`src/rtl/adder_pkg.sv`:
```
// Shared helpers for the pipelined adder: stage count and parameter legality check.
package adder_pkg;

    function automatic int unsigned stages(input int unsigned width, input int unsigned chunk);
        return (chunk == 0) ? 1 : width / chunk;
    endfunction

    function automatic bit params_ok(input int unsigned width, input int unsigned chunk);
        return (chunk >= 1) && (width >= chunk) && ((width % chunk) == 0);
    endfunction

endpackage

```
`src/rtl/pipelined_adder_if.sv`:
```
// Operand/result handshake bundle for pipelined_adder.
// in_sub is present only when PIPELINED_ADDER_SUB_EN is defined.
interface pipelined_adder_if #(
    parameter int unsigned WIDTH = 32
);
    logic             in_valid;
    logic             in_ready;
    logic [WIDTH-1:0] in_a;
    logic [WIDTH-1:0] in_b;
    logic             in_carry;
`ifdef PIPELINED_ADDER_SUB_EN
    logic             in_sub;
`endif
    logic             out_valid;
    logic             out_ready;
    logic [WIDTH-1:0] out_sum;
    logic             out_carry;
    logic             out_overflow;

    modport master (
        output in_valid, in_a, in_b, in_carry,
`ifdef PIPELINED_ADDER_SUB_EN
        output in_sub,
`endif
        output out_ready,
        input  in_ready, out_valid, out_sum, out_carry, out_overflow
    );

    modport slave (
        input  in_valid, in_a, in_b, in_carry,
`ifdef PIPELINED_ADDER_SUB_EN
        input  in_sub,
`endif
        input  out_ready,
        output in_ready, out_valid, out_sum, out_carry, out_overflow
    );

endinterface

```
`src/rtl/adder_slice.sv`:
```
// Combinational CHUNK-bit ripple adder; result is {carry_out, sum}, c_msb is the carry into
// the top bit (needed for signed overflow on the last slice).
module adder_slice #(
    parameter int unsigned CHUNK = 8
) (
    input  logic [CHUNK-1:0] a,
    input  logic [CHUNK-1:0] b,
    input  logic             cin,
    output logic [CHUNK:0]   result,
    output logic             c_msb
);
    logic [CHUNK:0]   c;
    logic [CHUNK-1:0] s;

    always_comb begin
        c    = '0;
        s    = '0;
        c[0] = cin;
        for (int i = 0; i < CHUNK; i++) begin
            s[i]   = a[i] ^ b[i] ^ c[i];
            c[i+1] = (a[i] & b[i]) | (c[i] & (a[i] ^ b[i]));
        end
    end

    assign result = {c[CHUNK], s};
    assign c_msb  = c[CHUNK-1];

endmodule

```
`src/rtl/pipelined_adder.sv`:
```
// WIDTH-bit adder pipelined as WIDTH/CHUNK ripple slices with a valid/ready chain per stage.
// Optional subtract (in_sub) is built when PIPELINED_ADDER_SUB_EN is defined.
module pipelined_adder
    import adder_pkg::*;
#(
    parameter int unsigned WIDTH = 32,
    parameter int unsigned CHUNK = 8
) (
    input logic              clk,
    input logic              rst_n,
    pipelined_adder_if.slave io
);
    localparam int unsigned STAGES = stages(WIDTH, CHUNK);

    if (!params_ok(WIDTH, CHUNK)) begin : g_param_check
        $error("pipelined_adder: WIDTH must be a positive multiple of CHUNK");
    end

    typedef struct packed {
        logic             carry;
        logic [CHUNK-1:0] sum;
    } slice_t;

    logic [WIDTH-1:0] b_eff;
    logic             cin_eff;

`ifdef PIPELINED_ADDER_SUB_EN
    assign b_eff   = io.in_b ^ {WIDTH{io.in_sub}};
    assign cin_eff = io.in_carry ^ io.in_sub;
`else
    assign b_eff   = io.in_b;
    assign cin_eff = io.in_carry;
`endif

    // a_q[k] holds finished sum bits below (k+1)*CHUNK and untouched A bits above;
    // b_q[k] holds the remaining B bits shifted down so the next chunk sits at bit 0.
    logic [STAGES-1:0] vld_q, carry_q, vld_src, cin_src, rdy, load;
    logic [WIDTH-1:0]  a_q   [STAGES];
    logic [WIDTH-1:0]  b_q   [STAGES];
    logic [WIDTH-1:0]  a_src [STAGES];
    logic [WIDTH-1:0]  b_src [STAGES];
    logic [WIDTH-1:0]  a_nxt [STAGES];
    slice_t            res   [STAGES];
    logic              c_msb [STAGES];
    logic              ovf_q;
    logic              rdy_run;

    always_comb begin
        vld_src[0] = io.in_valid;
        cin_src[0] = cin_eff;
        a_src[0]   = io.in_a;
        b_src[0]   = b_eff;
        for (int k = 1; k < STAGES; k++) begin
            vld_src[k] = vld_q[k-1];
            cin_src[k] = carry_q[k-1];
            a_src[k]   = a_q[k-1];
            b_src[k]   = b_q[k-1];
        end
    end

    // Ready ripples back from the consumer; an empty stage always accepts.
    always_comb begin
        rdy     = '0;
        load    = '0;
        rdy_run = io.out_ready;
        for (int k = STAGES - 1; k >= 0; k--) begin
            rdy_run = !vld_q[k] || rdy_run;
            rdy[k]  = rdy_run;
            load[k] = vld_src[k] && rdy_run;
        end
    end

    for (genvar k = 0; k < STAGES; k++) begin : g_slice
        adder_slice #(
            .CHUNK(CHUNK)
        ) u_slice (
            .a      (a_src[k][k*CHUNK +: CHUNK]),
            .b      (b_src[k][CHUNK-1:0]),
            .cin    (cin_src[k]),
            .result (res[k]),
            .c_msb  (c_msb[k])
        );
    end

    always_comb begin
        for (int k = 0; k < STAGES; k++) begin
            a_nxt[k]                   = a_src[k];
            a_nxt[k][k*CHUNK +: CHUNK] = res[k].sum;
        end
    end

    always_ff @(posedge clk or negedge rst_n) begin
        if (!rst_n) begin
            vld_q   <= '0;
            carry_q <= '0;
            ovf_q   <= 1'b0;
            for (int k = 0; k < STAGES; k++) begin
                a_q[k] <= '0;
                b_q[k] <= '0;
            end
        end else begin
            for (int k = 0; k < STAGES; k++) begin
                if (rdy[k]) begin
                    vld_q[k] <= vld_src[k];
                end
                if (load[k]) begin
                    a_q[k]     <= a_nxt[k];
                    b_q[k]     <= b_src[k] >> CHUNK;
                    carry_q[k] <= res[k].carry;
                end
            end
            if (load[STAGES-1]) begin
                ovf_q <= res[STAGES-1].carry ^ c_msb[STAGES-1];
            end
        end
    end

    assign io.in_ready     = rdy[0];
    assign io.out_valid    = vld_q[STAGES-1];
    assign io.out_sum      = a_q[STAGES-1];
    assign io.out_carry    = carry_q[STAGES-1];
    assign io.out_overflow = ovf_q;

endmodule
```
`src/flat_wrapper.sv`:
```
// flat-port wrapper written by rule: the top's interface ports become plain ports
module pipelined_adder_flat import adder_pkg::*;
#(
    parameter int unsigned WIDTH = 32,
    parameter int unsigned CHUNK = 8
)
  (clk, rst_n, io_in_valid, io_in_a, io_in_b, io_in_carry, io_out_ready, io_in_ready, io_out_valid, io_out_sum, io_out_carry, io_out_overflow);
  pipelined_adder_if #(.WIDTH(WIDTH)) io_i ();
  input logic clk;
  input logic rst_n;
  input wire logic [$bits(io_i.in_valid)-1:0] io_in_valid;
  input wire logic [$bits(io_i.in_a)-1:0] io_in_a;
  input wire logic [$bits(io_i.in_b)-1:0] io_in_b;
  input wire logic [$bits(io_i.in_carry)-1:0] io_in_carry;
  input wire logic [$bits(io_i.out_ready)-1:0] io_out_ready;
  output wire logic [$bits(io_i.in_ready)-1:0] io_in_ready;
  output wire logic [$bits(io_i.out_valid)-1:0] io_out_valid;
  output wire logic [$bits(io_i.out_sum)-1:0] io_out_sum;
  output wire logic [$bits(io_i.out_carry)-1:0] io_out_carry;
  output wire logic [$bits(io_i.out_overflow)-1:0] io_out_overflow;
  assign io_i.in_valid = io_in_valid;
  assign io_i.in_a = io_in_a;
  assign io_i.in_b = io_in_b;
  assign io_i.in_carry = io_in_carry;
  assign io_i.out_ready = io_out_ready;
  assign io_in_ready = io_i.in_ready;
  assign io_out_valid = io_i.out_valid;
  assign io_out_sum = io_i.out_sum;
  assign io_out_carry = io_i.out_carry;
  assign io_out_overflow = io_i.out_overflow;
  pipelined_adder #(.WIDTH(WIDTH), .CHUNK(CHUNK)) u_core (.clk(clk), .rst_n(rst_n), .io(io_i));
endmodule
```
`config.mk`:
```
export PLATFORM = sky130hd
export DESIGN_NAME = pipelined_adder_flat
export DESIGN_NICKNAME = d
export VERILOG_FILES = /design/src/rtl/adder_pkg.sv /design/src/rtl/pipelined_adder_if.sv /design/src/rtl/adder_slice.sv /design/src/rtl/pipelined_adder.sv /design/src/flat_wrapper.sv
export SDC_FILE = /design/constraint.sdc
export NUM_CORES = 1
export LEC_CHECK = 0
export CELL_PAD_IN_SITES_DETAIL_PLACEMENT = 1
export CELL_PAD_IN_SITES_GLOBAL_PLACEMENT = 1
export CORE_ASPECT_RATIO = 1.1
export CORE_MARGIN = 4
export CORE_UTILIZATION = 53
export DETAILED_ROUTE_END_ITERATION = 12
export DONT_BUFFER_PORTS = 1
export HOLD_SLACK_MARGIN = 0.03
export PLACE_DENSITY_LB_ADDON = 0.1
export SYNTH_ARGS = -nofsm -noshare
export SYNTH_HDL_FRONTEND = slang
export SYNTH_SLANG_ARGS = --single-unit
```
`constraint.sdc`:
```
create_clock -name clk -period 5.38 [get_ports clk]
set_clock_uncertainty 0.15 [all_clocks]
set_input_delay 0.269 -clock clk [delete_from_list [all_inputs] [get_ports clk]]
set_output_delay 0.269 -clock clk [all_outputs]
set_load 0.005 [all_outputs]
```
; ---- Word-level counts from Yosys, hierarchy flattened
; Index checks and enable logic that the tools add are counted.
[classes]
n_bitwise = 161
n_reduce_logical = 12
[ops]
columns = operator, n
row1 = 1-bit bitwise XOR, 65
row2 = 1-bit AND, 64
row3 = 1-bit bitwise OR, 32
row4 = 1-bit logical AND, 4
row5 = 1-bit logical NOT, 4
row6 = 1-bit logical OR, 4
[word_totals]
reg_bits = 185
output_inout_bits = 36
input_bits = 69

; ---- Logic depth before layout (Yosys ltp)
; Gate-level depths: netlist of the first run.
[logic_depth]
depth_word = 18
depth_mapped = 13
depth_no_buf = 13

; ---- Hierarchy
; From an unflattened synthesis of the first run, not the netlist that was laid out.
[hier_totals]
cells_unflattened = 502
area_unflattened_um2 = 8023.9
[by_module_without_submodules]
columns = mod, area_each_um2, cells_per_inst, n_inst, seq_area_each_um2
row1 = pipelined_adder, 7233.2, 430, 1, 4629.4
row2 = adder_slice, 197.7, 18, 4, 0.0

; ---- Least setup slack after synthesis of the first run
; Ideal clock, no wire load.
[synth_timing]
path_kind = reg-to-reg
from = register u_core.carry_q[2]
to = register u_core.ovf_q (netlist: u_core.io.out_overflow)
required_ns = 5.105
setup_slack_ns = 1.191
arrival_ns = 3.914
path_stages_with_launch = 14
setup_ns = 0.125
synth_period_minus_slack_ns = 4.189
path_buffers = 0
cell_sequence = dfrtp_1 -> fa_1 -> fa_1 -> fa_1 -> fa_1 -> fa_1 -> inv_1 -> fa_1 -> inv_1 -> fa_1 -> inv_1 -> fa_1 -> xnor2_1 -> mux2_2
[synth_between]
elab_chain_len = 17
[synth_lines]
columns = item, line
row1 = "start, declared", pipelined_adder.sv:37  ; logic [STAGES-1:0] vld_q, carry_q, vld_src, cin_src, rdy, load;
row2 = "start signal, assigned by index", pipelined_adder.sv:109  ; carry_q[k] <= res[k].carry;
row3 = 1-bit AND *, adder_slice.sv:21  ; c[i+1] = (a[i] & b[i]) | (c[i] & (a[i] ^ b[i]));
row4 = 1-bit bitwise OR *, adder_slice.sv:21
row5 = 1-bit AND *, adder_slice.sv:21
row6 = 1-bit bitwise OR *, adder_slice.sv:21
row7 = 1-bit AND *, adder_slice.sv:21
row8 = 1-bit bitwise OR *, adder_slice.sv:21
row9 = 1-bit AND *, adder_slice.sv:21
row10 = 1-bit bitwise OR *, adder_slice.sv:21
row11 = 1-bit AND *, adder_slice.sv:21
row12 = 1-bit bitwise OR *, adder_slice.sv:21
row13 = 1-bit AND *, adder_slice.sv:21
row14 = 1-bit bitwise OR *, adder_slice.sv:21
row15 = 1-bit AND *, adder_slice.sv:21
row16 = 1-bit bitwise OR *, adder_slice.sv:21
row17 = 1-bit AND, adder_slice.sv:21
row18 = 1-bit bitwise OR, adder_slice.sv:21
row19 = 1-bit bitwise XOR *, pipelined_adder.sv:113  ; ovf_q <= res[STAGES-1].carry ^ c_msb[STAGES-1];
row20 = "end signal, assigned", pipelined_adder.sv:113
row21 = "end, declared", pipelined_adder.sv:45  ; logic ovf_q;
; Every way passes the cells marked *; elsewhere a longest branch is shown, timed or not.
; A chain may end at the register's enable or synchronous reset.

; ---- Worst setup path in the final report of the first run
; Ends and elaborated chain as after synthesis.

==> results of run 1 <==
==> synthesized netlist by cell type <==
library cell,count
a21boi_2,1
and4b_1,1
buf_2,13
buf_4,33
buf_6,4
dfrtp_1,185
fa_1,32
inv_1,38
mux2_2,142
mux2_4,27
mux2i_1,9
nand2_1,5
nand2b_1,4
nand3b_1,1
nand4b_1,1
o21ai_0,6
xnor2_1,1
==> state kept, by name, indices dropped and copies added (netlist names) <==
signal / flops
u_core.io.out_sum: 32
u_core.io.out_overflow: 1
u_core.b_q: 48
u_core.carry_q: 4
u_core.vld_q: 4
u_core.a_nxt: 72
u_core.a_q: 24
==> power groups by stage <==
stage | Sequential [mW] | Combinational (mW) | Clock, mW
3_3_place_gp | 2.22 | 0.961 | 0
2_1_floorplan | 2.09 | 1.03 | 0
6_report | 2.21 | 1.09 | 1.31
5_1_grt | 2.28 | 1.25 | 1.42
3_5_place_dp | 2.25 | 1.03 | 0
4_1_cts | 2.23 | 1.12 | 1.35
==> worst reg2reg max path, stage by stage, from the launching register on <==
cell and delay, ns:
dfrtp_1 0.42, fa_1 0.47, fa_1 0.49, fa_1 0.48, fa_1 0.48, fa_1 0.42, inv_1 0.09, fa_1 0.17
inv_1 0.06, fa_1 0.44, inv_1 0.10, fa_1 0.21, xnor2_1 0.07, mux2_2 0.26
==> final cells by class <==
| class | instances | area share |
|---|---|---|
| clock buffer | 18 | 0.04660 |
| clock inverter | 14 | 0.02133 |
| inverter | 38 | 0.01549 |
| multi-input combinational | 230 | 0.3117 |
| sequential | 185 | 0.5027 |
| tap | 192 | 0.02609 |
| timing repair buffer | 69 | 0.07609 |
==> worst min path at each step <==
stage	start	to	cells past startpoint
2_1_floorplan	rst_n	u_core.a_nxt[0]$_DFFE_PN0P_	0
6_report	io_in_a[7]	u_core.a_nxt[71]$_DFFE_PN0P_	3
3_5_place_dp	rst_n	u_core.a_nxt[1]$_DFFE_PN0P_	0
5_1_grt	io_in_b[7]	u_core.carry_q[0]$_DFFE_PN0P_	3
3_3_place_gp	rst_n	u_core.io.out_sum[1]$_DFFE_PN0P_	0
4_1_cts	io_in_a[7]	u_core.a_nxt[71]$_DFFE_PN0P_	3
==> layer usage <==
metal,vias up,global-route usage
li1,1723,-
met1,2067,0.2246
met2,74,0.3276
met3,13,0.05113
met4,0,0.06145
met5,-,0
==> kinds of logic after synthesis <==
logic type	share of synthesized area
DFF	0.5798
muxes	0.2623
buffers and inverters	0.06268
adders and majority gates	0.08023
and+or+nand+nor	0.008775
AOI/OAI and AO/OA	0.005171
xor gates and xnor gates	0.001097
==> flow_summary.toml, run 1 <==
[placed_design]
placed_cell_area_um2 = 7905
place_inst = 648
pre_cts_slack_ns = 0.9856
portBuffers = 0
gp_congestion = 0.7320
dp_hpwl_mm = 9.055

[clock_tree]
clk_latency_ns = 0.42
cts.sinks = 185
cts_root_buf = "clkbuf_16"
cts_htree_levels = 4
postCtsSetupBuffers = 0
clockBufferDepth = 2
ctsResizeCount = 0
numCtsBuffers = 17
ctsHoldBuffers = 66
clk_pin_slew_ns = 0.07
tritoncts = "yes"

[worst_setup_path]
path_depth = 13
reg2reg_from = "u_core.carry_q[2]$_DFFE_PN0P_"
worstSetupEndpoint = "u_core.io.out_overflow$_DFFE_PN0P_"
worst-setup-path-type = "reg2reg"
crit_buf_inv = 3
cpMaxStageDelayCell = "fa_1"
cp.required_ns = 5.54
r2r-end = "u_core.io.out_overflow$_DFFE_PN0P_"
crit_path_end_kind = "flip-flop"
cp_max_fo = 2
critPathMaxStageDelay_ns = 0.49
startpoint_type = "flip-flop"
rr_worst_depth = 13
cp_top_family = "adder cells"
cp-startpoint = "u_core.carry_q[2]$_DFFE_PN0P_"
path_cells = "fa_1, fa_1, fa_1, fa_1, fa_1, inv_1, fa_1, inv_1, fa_1, inv_1, fa_1, xnor2_1, mux2_2"
r2r_setup_slack_ns = 0.97
crit_top_cell = "fa_1"
cp.arrival_ns = 4.56

[drt]
ant_nets = 0
vias = 3877
wl_mm = 14.59
drtPass1Iterations = 4
dr_wl_met2_mm = 7.770
maxUsedRoutingLayer = "met4"
routedWlPerCell_um = 19.56
wl_met1_mm = 5.931
dr_wl_met3_um = 715
vias_per_cell = 5.197
route.detailed.drc = 0
drt_iter0_drc = 210

[synth]
synth.avg_cell_area_um2 = 15.88
synth_area_leaders = "dfrtp_1 58%, mux2_2 20%, fa_1 8.0%"
synth-seq-area-share = 0.5798
synth_nets = 604
synth_cell_type_count = 17
yosys_warnings = 0
syn_inst = 503
yosysTopAreaCell = "dfrtp_1"
synth_top_area_share = 0.5798
yosys_register_bits = 185
synth.cell_area_um2 = 7985

[cells_and_area]
finalNonFillerCells = 746
final_common_cell = "dfrtp_1"
fill_cells = 1294
multi_input_area_um2 = 2870
antenna_cells = 0
layout_common_cells = "185 x dfrtp_1, 142 x mux2_2, 65 x dlygate4sd3_1"
syn2layout_area_growth_pct = 15.32
nNetsFinal = 642
fin_area_um2 = 9209
drive_gt1_frac = 0.3755
regArea_um2 = 4629
fin_util = 0.6299

[timing]
timing.hold.ws_ns = 0.06592
max_freq_mhz = 226.9
worst_slew_pin_slew_ns = 1.152
fin_crit_ns = 4.407
hold_violations = 0
fin_crit_sh = 0.8191
finalSetupViolations = 0
worst_slack_ns = 0.9733
drv_slew = 0
slew_headroom = 0.2291
tns_ns = 0
rsz0062_at_grt = "no"

[global_routing]
grt_usage = 0.1864
grt_overflow = 0
grt_pass1_wl_mm = 24.65
first_global_vias = 4635
grt_start_max_net_pins = 186
antenna_found_initial = 0

[floorplan]
die_h_um = 136.7
ios = 105
start_util = 0.5462
core-area_um2 = 14620
dieWidth_um = 125.0
die_area_um2 = 17100
rows = 46

[power_and_ir_drop]
ir_drop_mv = 0.2283
leakage_nw = 4.081
p_per_area_nw_per_um2 = 500.4
switching_share = 0.2800
power.switching_mw = 1.291
seqPwrFrac = 0.480
comb_power_share = 0.236
clock_power_share = 0.284
power_mw = 4.608
intPower_mw = 3.318

[run]
drv_cap = 0

[status]
status = "complete, no violations"

[min_path]
hold_class = "in2reg"
Note: power is estimated with default switching activity, not from simulation.
==> inputs of run 2 (changes only) <==
Settings changed: CORE_UTILIZATION 53 to 48.
Clock period 5.38 ns to 3.7 ns, I/O delays scaled along.
==> flow_summary.toml, run 2 (same netlist as run 1, synthesis figures left out) <==
[clock_tree]
cts_root_buf = "clkbuf_16"
cts_htree_levels = 4
clockBufferDepth = 2
ctsHoldBuffers = 65
clk_latency_ns = 0.42
numCtsBuffers = 17
cts.sinks = 185
tritoncts = "yes"
clk_pin_slew_ns = 0.07

[timing]
hold_violations = 185
rsz0062_at_grt = "yes"
worst_slew_pin_slew_ns = 1.144
timing.hold.ws_ns = -0.6876
fin_crit_sh = 1.020
worst_slack_ns = -0.07572
drv_slew = 0
slew_headroom = 0.2345
max_freq_mhz = 264.9
finalSetupViolations = 2
fin_crit_ns = 3.776

[drt]
routedWlPerCell_um = 18.39
vias = 3849
route.detailed.drc = 0
drt_iter0_drc = 123
wl_mm = 13.96
ant_nets = 0
drtPass1Iterations = 4
vias_per_cell = 5.071

[power_and_ir_drop]
power.switching_mw = 1.818
intPower_mw = 4.692
comb_power_share = 0.244
ir_drop_mv = 0.3320
p_per_area_nw_per_um2 = 707.4
switching_share = 0.2792
clock_power_share = 0.263
leakage_nw = 4.025
seqPwrFrac = 0.493

[worst_setup_path]
startpoint_type = "flip-flop"
cp.arrival_ns = 3.93
worst-setup-path-type = "reg2reg"
crit_path_end_kind = "flip-flop"
r2r_setup_slack_ns = -0.08
rr_worst_depth = 13
r2r-end = "u_core.io.out_overflow$_DFFE_PN0P_"
cp_max_fo = 2
reg2reg_from = "u_core.carry_q[2]$_DFFE_PN0P_"
cp.required_ns = 3.86

[run]
drv_cap = 0

[global_routing]
grt_pass1_wl_mm = 23.05
antenna_found_initial = 0
grt_usage = 0.1606
grt_start_max_net_pins = 186
grt_overflow = 0
first_global_vias = 4480

[cells_and_area]
drive_gt1_frac = 0.4252
antenna_cells = 0
final_common_cell = "dfrtp_1"
layout_common_cells = "185 x dfrtp_1, 142 x mux2_2, 65 x dlygate4sd3_1"
largest_register_ffs = 72
syn2layout_area_growth_pct = 15.25
nNetsFinal = 643
fin_area_um2 = 9203

[status]
status = "complete, but fails checks"
violations = "hold timing, setup timing"

[placed_design]
gp_congestion = 0.7056
dp_hpwl_mm = 8.852
placed_cell_area_um2 = 7970
portBuffers = 0

[floorplan]
die_h_um = 143.3
core-area_um2 = 16370
die_area_um2 = 18770
rows = 49
start_util = 0.4878
ios = 105
dieWidth_um = 131.0

[min_path]
hold_class = "in2async"
-- run 2: changes by cell type in the layout (fill, tap and decap cells not counted) --
cell,change
clkbuf_8,+5
bufinv_16,-4
inv_2,+7
buf_16,-1
clkinv_2,-1
fa_2,+21
clkbuf_1,+1
buf_4,+2
inv_1,-7
inv_6,-2
o21ai_1,+1
fa_1,-21
clkinv_4,+1
o21ai_0,-1
-- run 2: metrics by stage --
| stage | total power [mW] | instances | TNS (ns) | setup slack (ns) | utilization |
|---|---|---|---|---|---|
| after global placement | 4.700 | 662 | -0.4218 | -0.1230 | 0.4869 |
| after detailed placement | 4.807 | 662 | -0.7139 | -0.1685 | 0.4869 |
| after floorplan | 4.556 | 503 | -0.03253 | -0.03253 | - |
| after CTS | 6.638 | 759 | -0.2713 | -0.1089 | 0.5619 |
| final | 6.510 | 759 | -0.1215 | -0.07572 | 0.5622 |
| after global routing | 6.990 | 759 | -0.5641 | -0.2234 | 0.5622 |
-- run 2: layer usage --
metal / global-route usage / wire, um / vias up
li1: - / - / 1729
met1: 0.1933 / 5782 / 2035
met2: 0.2738 / 7297 / 69
met3: 0.04452 / 611 / 16
met4: 0.06064 / 269 / 0
met5: 0 / 0 / -
-- run 2: final cells by class --
cell class | count | area, um2
multi-input combinational | 230 | 2923
clock buffer | 24 | 501.7
inverter | 38 | 142.6
tap | 204 | 255.2
clock inverter | 8 | 62.56
fill | 1511 | 7167
timing repair buffer | 70 | 688.2
sequential | 185 | 4629
-- run 2: worst max path at each step --
stage                                  startpoint                                 end  slack [ns]  depth (start not counted)
floorplan           u_core.carry_q[2]$_DFFE_PN0P_  u_core.io.out_overflow$_DFFE_PN0P_       -0.03                         13
global placement    u_core.carry_q[2]$_DFFE_PN0P_  u_core.io.out_overflow$_DFFE_PN0P_       -0.12                         13
detailed placement  u_core.carry_q[2]$_DFFE_PN0P_  u_core.io.out_overflow$_DFFE_PN0P_       -0.17                         13
CTS                 u_core.carry_q[2]$_DFFE_PN0P_  u_core.io.out_overflow$_DFFE_PN0P_       -0.11                         13
global route        u_core.carry_q[2]$_DFFE_PN0P_  u_core.io.out_overflow$_DFFE_PN0P_       -0.22                         13
finish              u_core.carry_q[2]$_DFFE_PN0P_  u_core.io.out_overflow$_DFFE_PN0P_       -0.08                         13
-- run 2: power by group through the flow --
stage | registers, mW | logic [mW] | clock network, mW
final | 3.21 | 1.59 | 1.71
after global routing | 3.32 | 1.83 | 1.84
after CTS | 3.24 | 1.65 | 1.75
after detailed placement | 3.27 | 1.54 | 0
after global placement | 3.24 | 1.46 | 0
after floorplan | 3.05 | 1.51 | 0
-- run 2: worst max-delay path: stages (launching register included) --
cell and delay [ns]:
dfrtp_1 0.40, fa_2 0.40, fa_2 0.35, fa_2 0.35, fa_2 0.36, fa_2 0.39, inv_2 0.06, fa_1 0.18
inv_2 0.04, fa_2 0.39, inv_2 0.07, fa_2 0.21, xnor2_1 0.06, mux2_2 0.25
-- run 2: what timing repair did --
| action | in CTS | in global routing |
|---|---|---|
| setup endpoints to repair | 5 | 6 |
| buffers inserted | 0 | 0 |
| pin swaps | 12 | 7 |
| resized for setup | 11 | 2 |
| hold endpoints to repair | 246 | 185 |
